### config.mk
export PLATFORM = sky130hd
export DESIGN_NAME = fifo_wr_arb
export DESIGN_NICKNAME = d
export VERILOG_FILES = /design/src/rtl/fifo_wr_arb.sv
export SDC_FILE = /design/constraint.sdc
export NUM_CORES = 1
export LEC_CHECK = 0
export CORE_AREA = 2 2 55 57
export DETAILED_ROUTE_END_ITERATION = 8
export DIE_AREA = 0 0 57 59
export HOLD_SLACK_MARGIN = 0.12
export PLACE_DENSITY = 0.78
export SLEW_MARGIN = 20
export SYNTH_ARGS = -nofsm -noshare
export SYNTH_HDL_FRONTEND = slang
export SYNTH_SLANG_ARGS = --single-unit
### constraint.sdc
create_clock -name clk -period 3.23 [get_ports clk]
set_input_delay 0.646 -clock clk [delete_from_list [all_inputs] [get_ports clk]]
set_output_delay 0.646 -clock clk [all_outputs]
set_load 0.005 [all_outputs]
### src/rtl/fifo_wr_arb.sv
`timescale 1ns/1ps
`default_nettype none
// ============================================================================
// Module   : fifo_wr_arb
// Brief    : Round-robin burst arbiter sharing one FIFO write port among
//            NUM_REQ valid/ready producers. Optional per-producer transfer
//            counters when FIFO_ARB_STATS_EN is defined.
// Revision : 1.0 - initial release
// ============================================================================
module fifo_wr_arb #(
    parameter int NUM_REQ    = 4,
    parameter int DATA_WIDTH = 8,
    parameter int MAX_BURST  = 4
) (
    input  logic                          clk,
    input  logic                          rst,
    input  logic [NUM_REQ-1:0]            req_valid,
    input  logic [NUM_REQ*DATA_WIDTH-1:0] req_data,
    output logic [NUM_REQ-1:0]            req_ready,
    output logic [NUM_REQ-1:0]            gnt,
    input  logic                          fifo_full,
    output logic                          fifo_wr_en,
    output logic [DATA_WIDTH-1:0]         fifo_din,
    output logic                          busy
`ifdef FIFO_ARB_STATS_EN
    ,
    output logic [NUM_REQ*16-1:0]         xfer_cnt
`endif
);

    localparam int c_idx_w = $clog2(NUM_REQ);
    localparam int c_cnt_w = $clog2(MAX_BURST + 1);
    localparam logic [c_cnt_w-1:0] c_last    = c_cnt_w'(MAX_BURST - 1);
    localparam logic [c_idx_w:0]   c_num_req = NUM_REQ[c_idx_w:0];
    localparam logic [c_idx_w-1:0] c_top_idx = c_idx_w'(NUM_REQ - 1);
    localparam logic [NUM_REQ-1:0] c_one     = {{(NUM_REQ-1){1'b0}}, 1'b1};

    typedef enum logic [0:0] {
        c_idle  = 1'b0,
        c_burst = 1'b1
    } state_t;

    state_t               r_state;
    logic [NUM_REQ-1:0]   r_gnt;
    logic [c_idx_w-1:0]   r_gnt_idx;
    logic [c_idx_w-1:0]   r_rr_ptr;
    logic [c_cnt_w-1:0]   r_burst_cnt;

    state_t               w_state_nxt;
    logic [NUM_REQ-1:0]   w_gnt_nxt;
    logic [c_idx_w-1:0]   w_gnt_idx_nxt;
    logic [c_idx_w-1:0]   w_rr_ptr_nxt;
    logic [c_cnt_w-1:0]   w_cnt_nxt;

    logic [2*NUM_REQ-1:0] w_dbl_shift;
    logic [NUM_REQ-1:0]   w_rot;
    logic [c_idx_w-1:0]   w_off;
    logic                 w_any;
    logic [c_idx_w:0]     w_sum;
    logic [c_idx_w:0]     w_wrap;
    logic [c_idx_w-1:0]   w_sel;
    logic [c_idx_w-1:0]   w_release_ptr;
    logic                 w_gvalid;
    logic [DATA_WIDTH-1:0] w_din;

    // Rotate the request vector so bit 0 is the current highest-priority
    // producer; the lowest set bit of the rotated vector is the winner.
    assign w_dbl_shift = {req_valid, req_valid} >> r_rr_ptr;
    assign w_rot       = w_dbl_shift[NUM_REQ-1:0];

    always_comb begin
        w_off = '0;
        w_any = 1'b0;
        for (int k = NUM_REQ - 1; k >= 0; k--) begin
            if (w_rot[k]) begin
                w_off = c_idx_w'(k);
                w_any = 1'b1;
            end
        end
    end

    assign w_sum         = {1'b0, r_rr_ptr} + {1'b0, w_off};
    assign w_wrap        = (w_sum >= c_num_req) ? (w_sum - c_num_req) : w_sum;
    assign w_sel         = w_wrap[c_idx_w-1:0];
    assign w_release_ptr = (r_gnt_idx == c_top_idx) ? '0 : r_gnt_idx + 1'b1;

    // r_gnt is all-zero outside BURST, so these are naturally inactive in IDLE.
    assign w_gvalid = |(req_valid & r_gnt);

    always_comb begin
        w_din = '0;
        for (int k = 0; k < NUM_REQ; k++) begin
            if (r_gnt[k]) begin
                w_din = req_data[k*DATA_WIDTH +: DATA_WIDTH];
            end
        end
    end

    assign busy       = (r_state == c_burst);
    assign gnt        = r_gnt;
    assign req_ready  = fifo_full ? '0 : r_gnt;
    assign fifo_wr_en = busy & w_gvalid & ~fifo_full;
    assign fifo_din   = w_din;

    always_ff @(posedge clk) begin
        if (rst) begin
            r_state     <= c_idle;
            r_gnt       <= '0;
            r_gnt_idx   <= '0;
            r_rr_ptr    <= '0;
            r_burst_cnt <= '0;
        end else begin
            r_state     <= w_state_nxt;
            r_gnt       <= w_gnt_nxt;
            r_gnt_idx   <= w_gnt_idx_nxt;
            r_rr_ptr    <= w_rr_ptr_nxt;
            r_burst_cnt <= w_cnt_nxt;
        end
    end

    always_comb begin
        w_state_nxt   = r_state;
        w_gnt_nxt     = r_gnt;
        w_gnt_idx_nxt = r_gnt_idx;
        w_rr_ptr_nxt  = r_rr_ptr;
        w_cnt_nxt     = r_burst_cnt;
        case (r_state)
            c_idle: begin
                if (w_any) begin
                    w_state_nxt   = c_burst;
                    w_gnt_nxt     = c_one << w_sel;
                    w_gnt_idx_nxt = w_sel;
                    w_cnt_nxt     = '0;
                end
            end
            c_burst: begin
                // A dropped valid releases without a transfer; a fifo_full
                // stall falls through with the grant and count untouched.
                if (!w_gvalid || (fifo_wr_en && (r_burst_cnt == c_last))) begin
                    w_state_nxt  = c_idle;
                    w_gnt_nxt    = '0;
                    w_rr_ptr_nxt = w_release_ptr;
                end else if (fifo_wr_en) begin
                    w_cnt_nxt = r_burst_cnt + 1'b1;
                end
            end
            default: begin
                w_state_nxt = c_idle;
                w_gnt_nxt   = '0;
            end
        endcase
    end

`ifdef FIFO_ARB_STATS_EN
    generate
        for (genvar i = 0; i < NUM_REQ; i++) begin : g_stats
            logic [15:0] r_cnt;
            always_ff @(posedge clk) begin
                if (rst) begin
                    r_cnt <= '0;
                end else if (fifo_wr_en && r_gnt[i] && (r_cnt != 16'hFFFF)) begin
                    r_cnt <= r_cnt + 16'd1;
                end
            end
            assign xfer_cnt[i*16 +: 16] = r_cnt;
        end
    endgenerate
`endif

    a_gnt_onehot0: assert property (@(posedge clk) disable iff (rst) $onehot0(gnt));
    a_no_wr_full:  assert property (@(posedge clk) disable iff (rst) !(fifo_wr_en && fifo_full));
    a_ready_one:   assert property (@(posedge clk) disable iff (rst) $onehot0(req_ready));

endmodule
`default_nettype wire
# After elaboration in Yosys (flattened, before gate mapping)
# Index checks and enable logic that the tools add are counted.
word_totals:
  in_bits: 39
  reg_bits: 12
  output_inout_bits: 18
  word_cells: 56
op_classes:
  n_mux: 25
  reduce_logical: 8
  shifts: 2
  addsub: 4
  n_bitwise: 5
  order_cmp: 1
  n_eq_ne: 6
op_table:
  columns: ["op", "count"]
  rows:
  - ["8-bit 2-to-1 mux", 4]
  - ["2-bit 2-to-1 mux", 6]
  - ["4-bit 2-to-1 mux", 3]
  - ["3-bit 2-to-1 mux", 3]
  - ["4-bit case mux with 2 select lines", 1]
  - ["8-bit by 2-bit right shift with 4-bit output", 1]
  - ["1-bit 2-to-1 mux", 6]
  - ["2-bit != test (second input constant)", 3]
  - ["3-bit case mux with 2 select lines", 1]
  - ["2-bit AND reduction", 3]
  - ["4-bit bitwise AND", 1]
  - ["4-bit OR reduction", 1]
  - ["1-bit by 2-bit << shifter with 4-bit output (first input constant)", 1]
  - ["2-bit by 2-bit adder with 3-bit output", 1]
  - ["3-bit by 1-bit adder with 3-bit output (second input constant)", 1]
  - ["3-bit by 2-bit == test with 1-bit output (second input constant)", 1]
  - ["3-bit greater-or-equal comparator (second input constant)", 1]
  - ["3-bit AND reduction", 1]
  - ["2-bit by 1-bit adder with 2-bit output (second input constant)", 1]
  - ["1-bit bitwise AND", 2]
  - ["2-bit == test (second input constant)", 1]
  - ["2-bit by 1-bit != test with 1-bit output (second input constant)", 1]
  - ["1-bit NOT", 2]
  - ["1-bit case mux with 2 select lines", 1]
  - ["other kinds (4)", 4]

# Longest topological paths before layout
# Gate-level depths: netlist of run 1.
depth:
  depth_word: 11
  depth_mapped: 8

# Least setup slack after synthesis of run 1
# No wires, ideal clock.
synth_path:
  path_kind: "input port to flip-flop"
  startpoint: "input req_valid[2]"
  endpoint: "register r_gnt[2] (netlist: gnt[2])"
  required_time_ns: 3.160
  arrival_time_ns: 2.267
  setup_ns: 0.070
  path_stages: 7
  path_buffers: 1
  slack_ns: 0.892
  path_cell_list: "buf_6 or4_2 o211ai_1 ha_1 nor4_1 inv_1 o2bb2ai_1"
synth_between:
  elab_chain_len: 11
synth_lines:
  columns: ["item", "line", "text"]
  rows:
  - ["start, declared", "17", "input logic [NUM_REQ-1:0] req_valid,"]
  - ["8-bit by 2-bit right shift with 4-bit output (*)", "68", "assign w_dbl_shift = {req_valid, req_valid} >> r_rr_ptr;"]
  - ["2-bit 2-to-1 mux (3 in a row)", "75", "if (w_rot[k]) begin"]
  - ["2-bit 2-to-1 mux (*)", "75", null]
  - ["2-bit by 2-bit adder with 3-bit output (*)", "82", "assign w_sum = {1'b0, r_rr_ptr} + {1'b0, w_off};"]
  - ["named net w_sum[0]", "59", "logic [c_idx_w:0] w_sum;"]
  - ["3-bit greater-or-equal comparator / 2-bit by 1-bit subtractor with 2-bit output (equally long branches)", "83", "assign w_wrap = (w_sum >= c_num_req) ? (w_sum - c_num_req) : w_sum;"]
  - ["2-bit 2-to-1 mux (*)", "83", null]
  - ["1-bit by 2-bit << shifter with 4-bit output (*)", "131", "w_gnt_nxt = c_one << w_sel;"]
  - ["4-bit 2-to-1 mux (*)", "129", "if (w_any) begin"]
  - ["4-bit case mux with 2 select lines (*)", "127", "case (r_state)"]
  - ["end signal, assigned", "114", "r_gnt <= w_gnt_nxt;"]
  - ["end, declared", "44", "logic [NUM_REQ-1:0] r_gnt;"]
# Mark *: on every way through the listed nets, which the timed path passes. The rest lies on a longest branch. The select of a mux whose other input is x is not followed.
# A chain may end at the register's enable or synchronous reset.

# Worst setup path in the final report of run 1
layout_path:
  startpoint: "register r_gnt[1] (netlist: gnt[1])"
  endpoint: "output fifo_din[2]"
layout_between:
  elab_chain_len: 3
layout_lines:
  columns: ["item", "line", "text"]
  rows:
  - ["8-bit 2-to-1 mux (3 in a row)", "93", "if (r_gnt[k]) begin"]
  - ["end, declared", "23", "output logic [DATA_WIDTH-1:0] fifo_din,"]
# Every way passes these cells.

==> metrics.md, run 1 <==
| Metric | Value |
|---|---|
| Status | `complete, no violations` |
| Share of cells above drive strength 1 | `9.29%` |
| Mapped Nets | `174` |
| Global-route wire length before repair | `5090 microns` |
| Total Routing Usage GR | `19.0%` |
| Tot Pwr | `0.000883 W` |
| Vias per cell | `5.40` |
| Slowest cell on the critical path | `clkdlybuf4s50_1` |
| Min Tclk post-route | `2940 ps` |
| R2r endpoint | `gnt[2]$_SDFFE_PP0P_` |
| DRT antenna net count | `0` |
| Later-pin clock latency in the skew report | `270 ps` |
| Biggest area consumer among synthesized cells | `dfxtp_1` |
| Area post-placement | `1580 sq um` |
| Full die area | `3360 sq um` |
| Setup bufs post-CTS | `0` |
| Vias in the first global route | `1,091` |
| Hold crit path type | `reg2reg` |
| Post-synthesis adder-cell area fraction | `4.90%` |
| Final Instance Area | `1610 sq um` |
| Port bufs | `56` |
| Largest family of logic cells by synthesized area | `compound AO/OA/AOI/OAI gates` |
| DRC | `0` |
| Final slew viol count | `0` |
| # fillers | `247` |
| Drt pass-1 iters | `4` |
| Clock skew | `3.48 ps` |
| Antenna diodes | `0` |
| Die H | `59 microns` |
| Reg-to-reg critical path startpoint | `r_rr_ptr[0]$_SDFFE_PP0P_` |
| Worst setup SP type | `flip-flop` |
| Mux cell area share after synthesis | `3.06%` |
| Sum Neg Setup Slack | `0 ps` |
| R2R setup slack | `970 ps` |
| WS Path Type | `reg2out` |
| Worst path max stage delay | `550 ps` |
| Initial DRC count | `77` |
| Nets@finish | `228` |
| Gpl congestion | `0.769` |
| PwrDens | `549 nW/um^2` |
| Slew Limit Headroom | `55.8%` |
| Critical path endpoint | `fifo_din[2]` |
| Clock root cell | `clkbuf_4` |
| Die X | `57 microns` |
| Crit. Startpoint | `gnt[1]$_SDFFE_PP0P_` |
| Crit path arrival time | `2300 ps` |
| Synth cell count leaders | `nor2_1 (19), dfxtp_1 (12), nand2_1 (11), a22oi_1 (10)` |
| Io pins | `57` |
| CTS sink cnt | `12` |
| Antenna violations before repair | `0` |
| Post-synth EDFFs | `0` |
| Syn avg cell area | `7.79 sq um` |
| H-tree lvl count | `1` |
| Area contributors post-synth | `dfxtp_1 (24%), a22oi_1 (7.4%), nor2_1 (7.0%)` |
| Tightest Pin Transition | `663 ps` |
| Post-synthesis cell count | `131` |
| Lkg Pwr | `0.593 nW` |
| Xor and xnor fraction of the mapped netlist area | `2.45%` |
| Total CTS buffers | `3` |
| Core area | `2710 sq um` |
| Fin crit share | `91.2%` |
| Post-synthesis sequential area ratio | `23.5%` |
| Max FO, Critical Path | `13` |
| CTS tree | `yes` |
| Initial Util | `37.7%` |
| Most frequent cell after synthesis | `nor2_1` |
| Yosys cell types | `40` |
| Top_reg_cell synth | `dfxtp_1` |
| Clk buf depth | `2` |
| Unrepaired setup endpoints after global routing | `false` |
| Synth Register Bits | `12` |
| FFs w/ async S/R, synth | `0%` |
| CP Cell Sequence | `nor2b_1, a22oi_1, nor2_1, a21oi_1, o21ai_0, clkdlybuf4s50_1` |
| Hpwl dp | `2460 microns` |
| Synth Warn # | `0` |
| Top cell type's share of synthesized area | `23.5%` |
| Area Overhead vs Synth | `57.4%` |
| Grt ovf | `0` |
| Synthesized area | `1020 sq um` |
| Final setup viols | `0` |
| Number of max-cap violations | `0` |
| Std cell rows | `19` |
| Worst setup EP type | `output port` |
| FMAX | `340 MHz` |
| Max VDD drop | `426 uV` |
| Routed length per instance | `14.5 microns` |
| Hold Vio Cnt, Final | `0` |
| Hold Buf Count CTS | `0` |
| Largest net degree at the start of global routing | `21` |
| DR vias | `1,155` |
| Routed Wire Length | `3100 microns` |
| Post_cts resized | `0` |
| Clk slew on worst S/H paths | `70 ps` |
| Synth Area in Compound Gates | `33.2%` |
| Hold slack | `501 ps` |
| Simple-Gate Fraction of Synth Area | `25.2%` |
| Reg2Reg Depth | `6` |
| WP data required | `2580 ps` |
## cells by family (layout without fill, tap and decap cells)
logic type      after synthesis  count (layout)
mux                           3               3
buf+inv                      15              67
flops                        12              12
simple gates                 50              50
xor+xnor                      2               2
compound gates               45              45
fa+ha+maj                     4               4
## routing by layer
layer | vias up | track usage [%] | share of wire, %
li1 | 583 | - | -
met1 | 532 | 21.5 | 40
met2 | 36 | 36.0 | 54
met3 | 4 | 3.28 | 5.2
met4 | 0 | 6.31 | 1.6
met5 | - | 0 | 0
## where the power goes
| group | internal [W] | total [W] | switching, W |
|---|---|---|---|
| Combinational | 0.000317 | 0.000537 | 0.000219 |
| Sequential | 0.000182 | 0.000255 | 0.0000732 |
| Clock | 0.0000432 | 0.0000907 | 0.0000474 |
| Total | 0.000543 | 0.000883 | 0.000340 |
## through the flow
step                      worst slack, ps  utilization [%]  instances
after floorplan                       892                -        131
after global placement                300             58.4        211
after detailed placement              148             58.4        211
after CTS                             249             59.3        214
after global routing                 66.7             59.3        214
final                                 285             59.3        214
## worst min path at each step
stage                                            from                          end  slack, ps  cells after the start
after floorplan           r_burst_cnt[1]$_SDFFE_PP0P_  r_burst_cnt[1]$_SDFFE_PP0P_        450                      1
after global placement    r_burst_cnt[1]$_SDFFE_PP0P_  r_burst_cnt[1]$_SDFFE_PP0P_        470                      1
after detailed placement  r_burst_cnt[1]$_SDFFE_PP0P_  r_burst_cnt[1]$_SDFFE_PP0P_        480                      1
after CTS                   r_gnt_idx[0]$_SDFFE_PP0P_    r_gnt_idx[0]$_SDFFE_PP0P_        500                      2
after global routing      r_burst_cnt[1]$_SDFFE_PP0P_  r_burst_cnt[1]$_SDFFE_PP0P_        510                      1
final                     r_burst_cnt[1]$_SDFFE_PP0P_  r_burst_cnt[1]$_SDFFE_PP0P_        500                      1
## layout by cell type (no fill, tap or decap), types with 3 or more instances in the layout
cell	synthesis	final
clkdlybuf4s50_1	0	56
ha_1	4	4
a22oi_1	10	10
o21ai_0	9	9
dfxtp_1	12	12
nor3_1	3	3
a21oi_1	9	9
nor2b_1	7	7
nand2_1	11	11
clkbuf_4	1	3
buf_4	0	3
inv_1	5	5
nor2_1	19	19
## flip-flops by register name, indices dropped and copies added (netlist names)
name and count:
r_rr_ptr 2, r_burst_cnt 3, r_gnt_idx 2, gnt 4, busy 1
## critical path: cells and delay by family, from the launching register on
family                 cells  cell delay [ps]
and+or+nand+nor            2              640
buffers and inverters      1              550
DFF                        1              460
AOI/OAI and AO/OA          3              380
## layout make-up
cell class | instances | area [sq um] | area share [%]
Clock buffer | 3 | 22.5 | 1.40
Inverter | 5 | 18.8 | 1.17
Multi-Input combinational cell | 104 | 703 | 43.8
Sequential cell | 12 | 240 | 15.0
Tap cell | 31 | 38.8 | 2.41
Timing Repair Buffer | 59 | 583 | 36.3
(Power assumes the default switching activity.)
==> inputs of run 2 (changes only) <==
Settings changed: CORE_AREA 2 2 55 57 to 2 2 58 60, DIE_AREA 0 0 57 59 to 0 0 60 62, PLACE_DENSITY 0.78 to 0.73.
Clock period 3.23 ns to 2.4 ns, I/O delays scaled along.
==> metrics.md, run 2 (synthesis gave the netlist of run 1 again) <==
| Metric | Value |
|---|---|
| Most common cell after layout, fill and taps aside | `clkdlybuf4s50_1` |
| FMAX | `435 MHz` |
| Min Tclk post-route | `2300 ps` |
| DRC | `0 (unchanged)` |
| Port bufs | `56 (unchanged)` |
| Lkg Pwr | `0.783 nW (+32%)` |
| Setup ws final | `99.8 ps (-186 ps)` |
| Final setup viols | `0 (unchanged)` |
| Switching Share | `37.1% (-1.4 points)` |
| Routed Wire Length | `3130 microns (+0.97%)` |
| Antenna violations before repair | `0 (unchanged)` |
| Crit path arrival time | `2470 ps (+170 ps)` |
| Nets@finish | `240 (+5.3%)` |
| Max VDD drop | `333 uV (-22%)` |
| Std cell rows | `21 (+2)` |
| Worst setup SP type | `primary input` |
| CP Cell Sequence | `clkdlybuf4s50_1, buf_4, inv_1, nor3_1, a311oi_1, o211ai_1, ha_1, xnor2_2, xnor2_2, a32o_1` |
| Gpl congestion | `0.804 (+4.5%)` |
| DP Worst Slack | `-222 ps (-369 ps)` |
| Core area | `3180 sq um (+17%)` |
| Initial Util | `32.1% (-5.6 points)` |
| Drt pass-1 iters | `4 (unchanged)` |
| DRT antenna net count | `0 (unchanged)` |
| Worst path max stage delay | `430 ps (-120 ps)` |
| Status | `complete, no violations` |
| Unrepaired setup endpoints after global routing | `false` |
| Crit path top cell by count | `xnor2_2` |
| Fin crit share | `95.8%` |
| Sw Pwr | `0.000479 W (+41%)` |
| Die H | `62 microns (+5.1%)` |
| WP data required | `2570 ps (about the same)` |
| Max FO, Critical Path | `6 (-7)` |
| Int Power | `0.000810 W (+49%)` |
| Tightest Pin Transition | `429 ps (-234 ps)` |
| Final non-filler cell total | `242 (+13%)` |
| WS Path Type | `in2reg` |
| Grt ovf | `0 (unchanged)` |
| Vias per cell | `5.02 (-7.1%)` |
| Routed length per instance | `12.9 microns (-11%)` |
| Register cell area after layout | `244 sq um (+1.6%)` |
| Clock skew | `0.954 ps (-2.52 ps)` |
| Slowest cell on the critical path | `clkdlybuf4s50_1` |
| CTS tree | `yes` |
| Post-Place Cells | `238 (+13%)` |
| Global-route wire length before repair | `4700 microns (-7.6%)` |
| Number of max-cap violations | `0 (unchanged)` |
| Worst setup EP type | `flip-flop` |
| Clk slew on worst S/H paths | `80 ps (about the same)` |
| Hold path cells | `1 (unchanged)` |
| PwrDens | `728 nW/um^2 (+32%)` |
| Final slew viol count | `0 (unchanged)` |
| DR vias | `1,214 (+5.1%)` |
| CTS sink cnt | `12 (unchanged)` |
| Share of cells above drive strength 1 | `17.3% (+8.1 points)` |
| Reg2Reg Depth | `8 (+2)` |
| Initial DRC count | `35 (-55%)` |
| Area Overhead vs Synth | `73.4%` |
| Logic pwr share | `63.0% (+2.2 points)` |
| Hold crit path type | `reg2reg` |
| Antenna diodes | `0 (unchanged)` |
| Most frequent cells in the layout | `clkdlybuf4s50_1 (48), nor2_1 (19), buf_4 (15)` |
| Hold Buf Count CTS | `0 (unchanged)` |
| Die X | `60 microns (+5.3%)` |
| Io pins | `57 (unchanged)` |
| # fillers | `302 (+22%)` |
| Multi-input gate area | `724 sq um (+3.0%)` |
| Largest net degree at the start of global routing | `19 (-9.5%)` |
| Vias in the first global route | `1,111 (+1.8%)` |
| Final design utilization | `55.7% (-3.6 points)` |
| Total CTS buffers | `3 (unchanged)` |
| Hold slack | `495 ps (-5.74 ps)` |
| H-tree lvl count | `1 (unchanged)` |
| Max FFs per register | `4 (unchanged)` |
| Clk pwr share | `12.3% (+2.0 points)` |
| Hpwl dp | `2530 microns (+2.8%)` |
| Slew Limit Headroom | `71.3% (+16 points)` |
| Total Routing Usage GR | `16.5% (-2.5 points)` |
| Clock root cell | `clkbuf_4` |
| Full die area | `3720 sq um (+11%)` |
| Flop pwr share | `24.7% (-4.2 points)` |
| Later-pin clock latency in the skew report | `270 ps (about the same)` |
| Setup bufs post-CTS | `0 (unchanged)` |
| Clk buf depth | `2 (unchanged)` |
| Hold Vio Cnt, Final | `0 (unchanged)` |
run 2: metal layers:
metal / vias to the layer above / share of wire, % / track usage [%]
li1: 608 / - / -
met4: 0 / 1.5 / 7.94
met5: - / 0 / 0
met1: 567 / 43 / 20.2
met2: 33 / 50 / 28.3
met3: 6 / 5.3 / 2.69
run 2: critical path, delay by kind of cell:
family / cells / cell delay [ps]
compound gates: 3 / 680
simple gates: 1 / 50
buf+inv: 3 / 690
fa+ha+maj: 1 / 230
xor+xnor: 2 / 340
run 2: repair_timing:
item | in CTS | in global routing
resized for setup | 4 | 11
setup endpoints to repair | 8 | 11
pin swaps | 1 | 2
run 2: power by group through the flow:
stage                     Combinational [W]  Sequential [W]  Clock [W]
after global routing               0.000900        0.000328   0.000179
final                              0.000812        0.000318   0.000159
after global placement             0.000797        0.000309          0
after detailed placement           0.000814        0.000311          0
after floorplan                    0.000428        0.000287          0
after CTS                          0.000823        0.000313   0.000162
run 2: layout make-up:
cell class / count / area share [%]
multi-input cells: 104 / 40.9
flip-flops and latches: 12 / 13.8
inverters: 5 / 1.06
clock buffers: 4 / 2.05
well taps: 46 / 3.25
repair buffers: 71 / 38.9
run 2: final timing paths:
path,start,slack [ps],to
setup / recovery,req_valid[1],100,gnt[1]$_SDFFE_PP0P_
hold / removal,r_burst_cnt[1]$_SDFFE_PP0P_,490,r_burst_cnt[1]$_SDFFE_PP0P_
setup reg to reg,r_rr_ptr[0]$_SDFFE_PP0P_,340,gnt[1]$_SDFFE_PP0P_
hold reg to reg,r_burst_cnt[1]$_SDFFE_PP0P_,490,r_burst_cnt[1]$_SDFFE_PP0P_
run 2: per-stage QoR:
stage | total power [W] | instance area [sq um] | setup TNS, ps
6_report | 0.00129 | 1770 | 0
5_1_grt | 0.00141 | 1770 | 0
4_1_cts | 0.00130 | 1740 | 0
3_5_place_dp | 0.00113 | 1690 | -796
3_3_place_gp | 0.00111 | 1690 | -595
2_1_floorplan | 0.000714 | 1020 | 0
==> inputs of run 3 (changes only) <==
Settings changed: CORE_AREA 2 2 58 60 to 2 2 55 57, DIE_AREA 0 0 60 62 to 0 0 57 59, DONT_BUFFER_PORTS set to 1, PLACE_DENSITY 0.73 to unset.
==> metrics.md, run 3 (synthesis gave the netlist of run 1 again) <==
| Metric | Value |
|---|---|
| Register cell area after layout | `240 sq um (-1.5%)` |
| Grt ovf | `0 (unchanged)` |
| Clk pwr share | `13.3% (+1.0 points)` |
| Sum Neg Setup Slack | `0 ps (unchanged)` |
| Reg2Reg Depth | `6 (-2)` |
| Reg-to-reg critical path startpoint | `r_rr_ptr[0]$_SDFFE_PP0P_` |
| Hold slack | `264 ps (-231 ps)` |
| Vias per cell | `5.89 (+17%)` |
| CTS tree | `yes` |
| Share of cells above drive strength 1 | `14.2% (-3.2 points)` |
| Min Tclk post-route | `2170 ps (-130 ps)` |
| WS Path Type | `reg2reg` |
| R2r endpoint | `gnt[2]$_SDFFE_PP0P_` |
| Antenna diodes | `0 (unchanged)` |
| Flop pwr share | `32.8% (+8.1 points)` |
| Final slew viol count | `0 (unchanged)` |
| Final non-filler cell total | `158 (-35%)` |
| Tightest Pin Transition | `377 ps (-52.3 ps)` |
| Die X | `57 microns (-5.0%)` |
| Std cell rows | `19 (-9.5%)` |
| Hold crit path type | `in2reg` |
| Drt pass-1 iters | `4 (unchanged)` |
| Hold Buf Count CTS | `0 (unchanged)` |
| Vias in the first global route | `838 (-25%)` |
| Final Instance Area | `1050 sq um (-41%)` |
| DRC | `0 (unchanged)` |
| Int Power | `0.000515 W (-36%)` |
| PwrDens | `890 nW/um^2 (+22%)` |
| FMAX | `461 MHz (+6.0%)` |
| Nets@finish | `172 (-28%)` |
| Routed length per instance | `16.1 microns (+25%)` |
| Initial DRC count | `53 (+51%)` |
| DR vias | `930 (-23%)` |
| WP data required | `2610 ps (+40 ps)` |
| Initial Util | `37.7% (+5.6 points)` |
| Post-Place Cells | `155 (-35%)` |
| Slew Limit Headroom | `74.7% (+3.4 points)` |
| Most frequent cells in the layout | `nor2_1 (19), dfxtp_1 (12), nand2_1 (11)` |
| Core area | `2710 sq um (-15%)` |
| Clk slew on worst S/H paths | `70 ps (about the same)` |
| Switching Share | `44.9% (+7.7 points)` |
| Fin crit share | `90.4% (-5.4 points)` |
| Io pins | `57 (unchanged)` |
| Final design utilization | `38.7% (-17 points)` |
| # fillers | `297 (-1.7%)` |
| Total Routing Usage GR | `14.5% (-2.0 points)` |
| Worst setup EP type | `flip-flop` |
| Area Overhead vs Synth | `2.70%` |
| Max VDD drop | `360 uV (+8.2%)` |
| Lkg Pwr | `0.382 nW (-51%)` |
| Unrepaired setup endpoints after global routing | `false` |
| Number of max-cap violations | `0 (unchanged)` |
| DRT antenna net count | `0 (unchanged)` |
| Status | `complete, no violations` |
| Sw Pwr | `0.000419 W (-12%)` |
| Clock skew | `0.280 ps (-0.674 ps)` |
| Total CTS buffers | `3 (unchanged)` |
| Most common cell after layout, fill and taps aside | `nor2_1` |
| Hold endpoint | `r_gnt_idx[0]$_SDFFE_PP0P_` |
| Worst Min Path Start | `rst` |
| Hold Vio Cnt, Final | `0 (unchanged)` |
| Full die area | `3360 sq um (-9.6%)` |
| Worst setup SP type | `flip-flop` |
| Max FO, Critical Path | `12 (+6)` |
| Routed Wire Length | `2550 microns (-18%)` |
| Hpwl dp | `2030 microns (-20%)` |
| Global-route wire length before repair | `3860 microns (-18%)` |
| R2R setup slack | `230 ps (-110 ps)` |
| Area post-placement | `1020 sq um (-40%)` |
| Clk buf depth | `2 (unchanged)` |
| Largest net degree at the start of global routing | `20 (+1)` |
| Multi-input gate area | `706 sq um (-2.6%)` |
| Crit path arrival time | `2380 ps (-90 ps)` |
| Later-pin clock latency in the skew report | `270 ps (about the same)` |
| Final setup viols | `0 (unchanged)` |
| Die H | `59 microns (-4.8%)` |
| Port bufs | `0 (-100%)` |
| Clock root cell | `clkbuf_4` |
| CTS sink cnt | `12 (unchanged)` |
| Max FFs per register | `4 (unchanged)` |
| Antenna violations before repair | `0 (unchanged)` |
| Gpl congestion | `0.739 (-8.0%)` |
| Hold path cells | `1 (unchanged)` |
| Logic pwr share | `53.9% (-9.1 points)` |
| H-tree lvl count | `1 (unchanged)` |
[run 3: timing repair]
action | CTS | global route
setup endpoints to repair | 0 | 1
buffers inserted | 0 | 0
gates resized for setup | 0 | 1
[run 3: metrics by stage]
| stage | power [W] | setup slack (ps) |
|---|---|---|
| floorplan | 0.000714 | 228 |
| global placement | 0.000801 | 288 |
| detailed placement | 0.000812 | 226 |
| CTS | 0.000937 | 105 |
| global route | 0.00101 | 109 |
| finish | 0.000934 | 230 |
[run 3: area by class of cell]
cell class | instances | share of cell area [%]
inverters | 5 | 1.79
multi-input cells | 104 | 67.3
clock buffers | 3 | 2.15
flip-flops and latches | 12 | 22.9
repair buffers | 3 | 2.15
well taps | 31 | 3.70
[run 3: critical path, cell delays in order (launching register included)]
cell and delay [ps]:
dfxtp_1 430, or4_2 700, o211ai_1 110, ha_1 300, nor4_1 370, inv_1 80
o2bb2ai_1 130
[run 3: worst max path at each step]
stage | start | end | slack [ps] | cells after the start
3_5_place_dp | req_valid[2] | gnt[2]$_SDFFE_PP0P_ | 230 | 6
2_1_floorplan | req_valid[2] | gnt[2]$_SDFFE_PP0P_ | 230 | 7
3_3_place_gp | req_valid[2] | gnt[2]$_SDFFE_PP0P_ | 290 | 6
4_1_cts | gnt[0]$_SDFFE_PP0P_ | fifo_din[4] | 110 | 5
6_report | r_rr_ptr[0]$_SDFFE_PP0P_ | gnt[2]$_SDFFE_PP0P_ | 230 | 6
5_1_grt | r_rr_ptr[0]$_SDFFE_PP0P_ | gnt[2]$_SDFFE_PP0P_ | 110 | 6
[run 3: routing by layer]
| metal | vias to the layer above | track usage (%) | part of all wire, % |
|---|---|---|---|
| met5 | - | 0 | 0 |
| met4 | 0 | 4.98 | 1.2 |
| met3 | 3 | 3.28 | 4.7 |
| met2 | 30 | 22.3 | 48 |
| met1 | 422 | 20.1 | 46 |
| li1 | 475 | - | - |
[run 3: power groups by stage]
stage | clock, W | combinational [W] | sequential, W
finish | 0.000124 | 0.000503 | 0.000307
floorplan | 0 | 0.000428 | 0.000287
CTS | 0.000127 | 0.000504 | 0.000306
global route | 0.000135 | 0.000559 | 0.000316
global placement | 0 | 0.000492 | 0.000310
detailed placement | 0 | 0.000501 | 0.000310
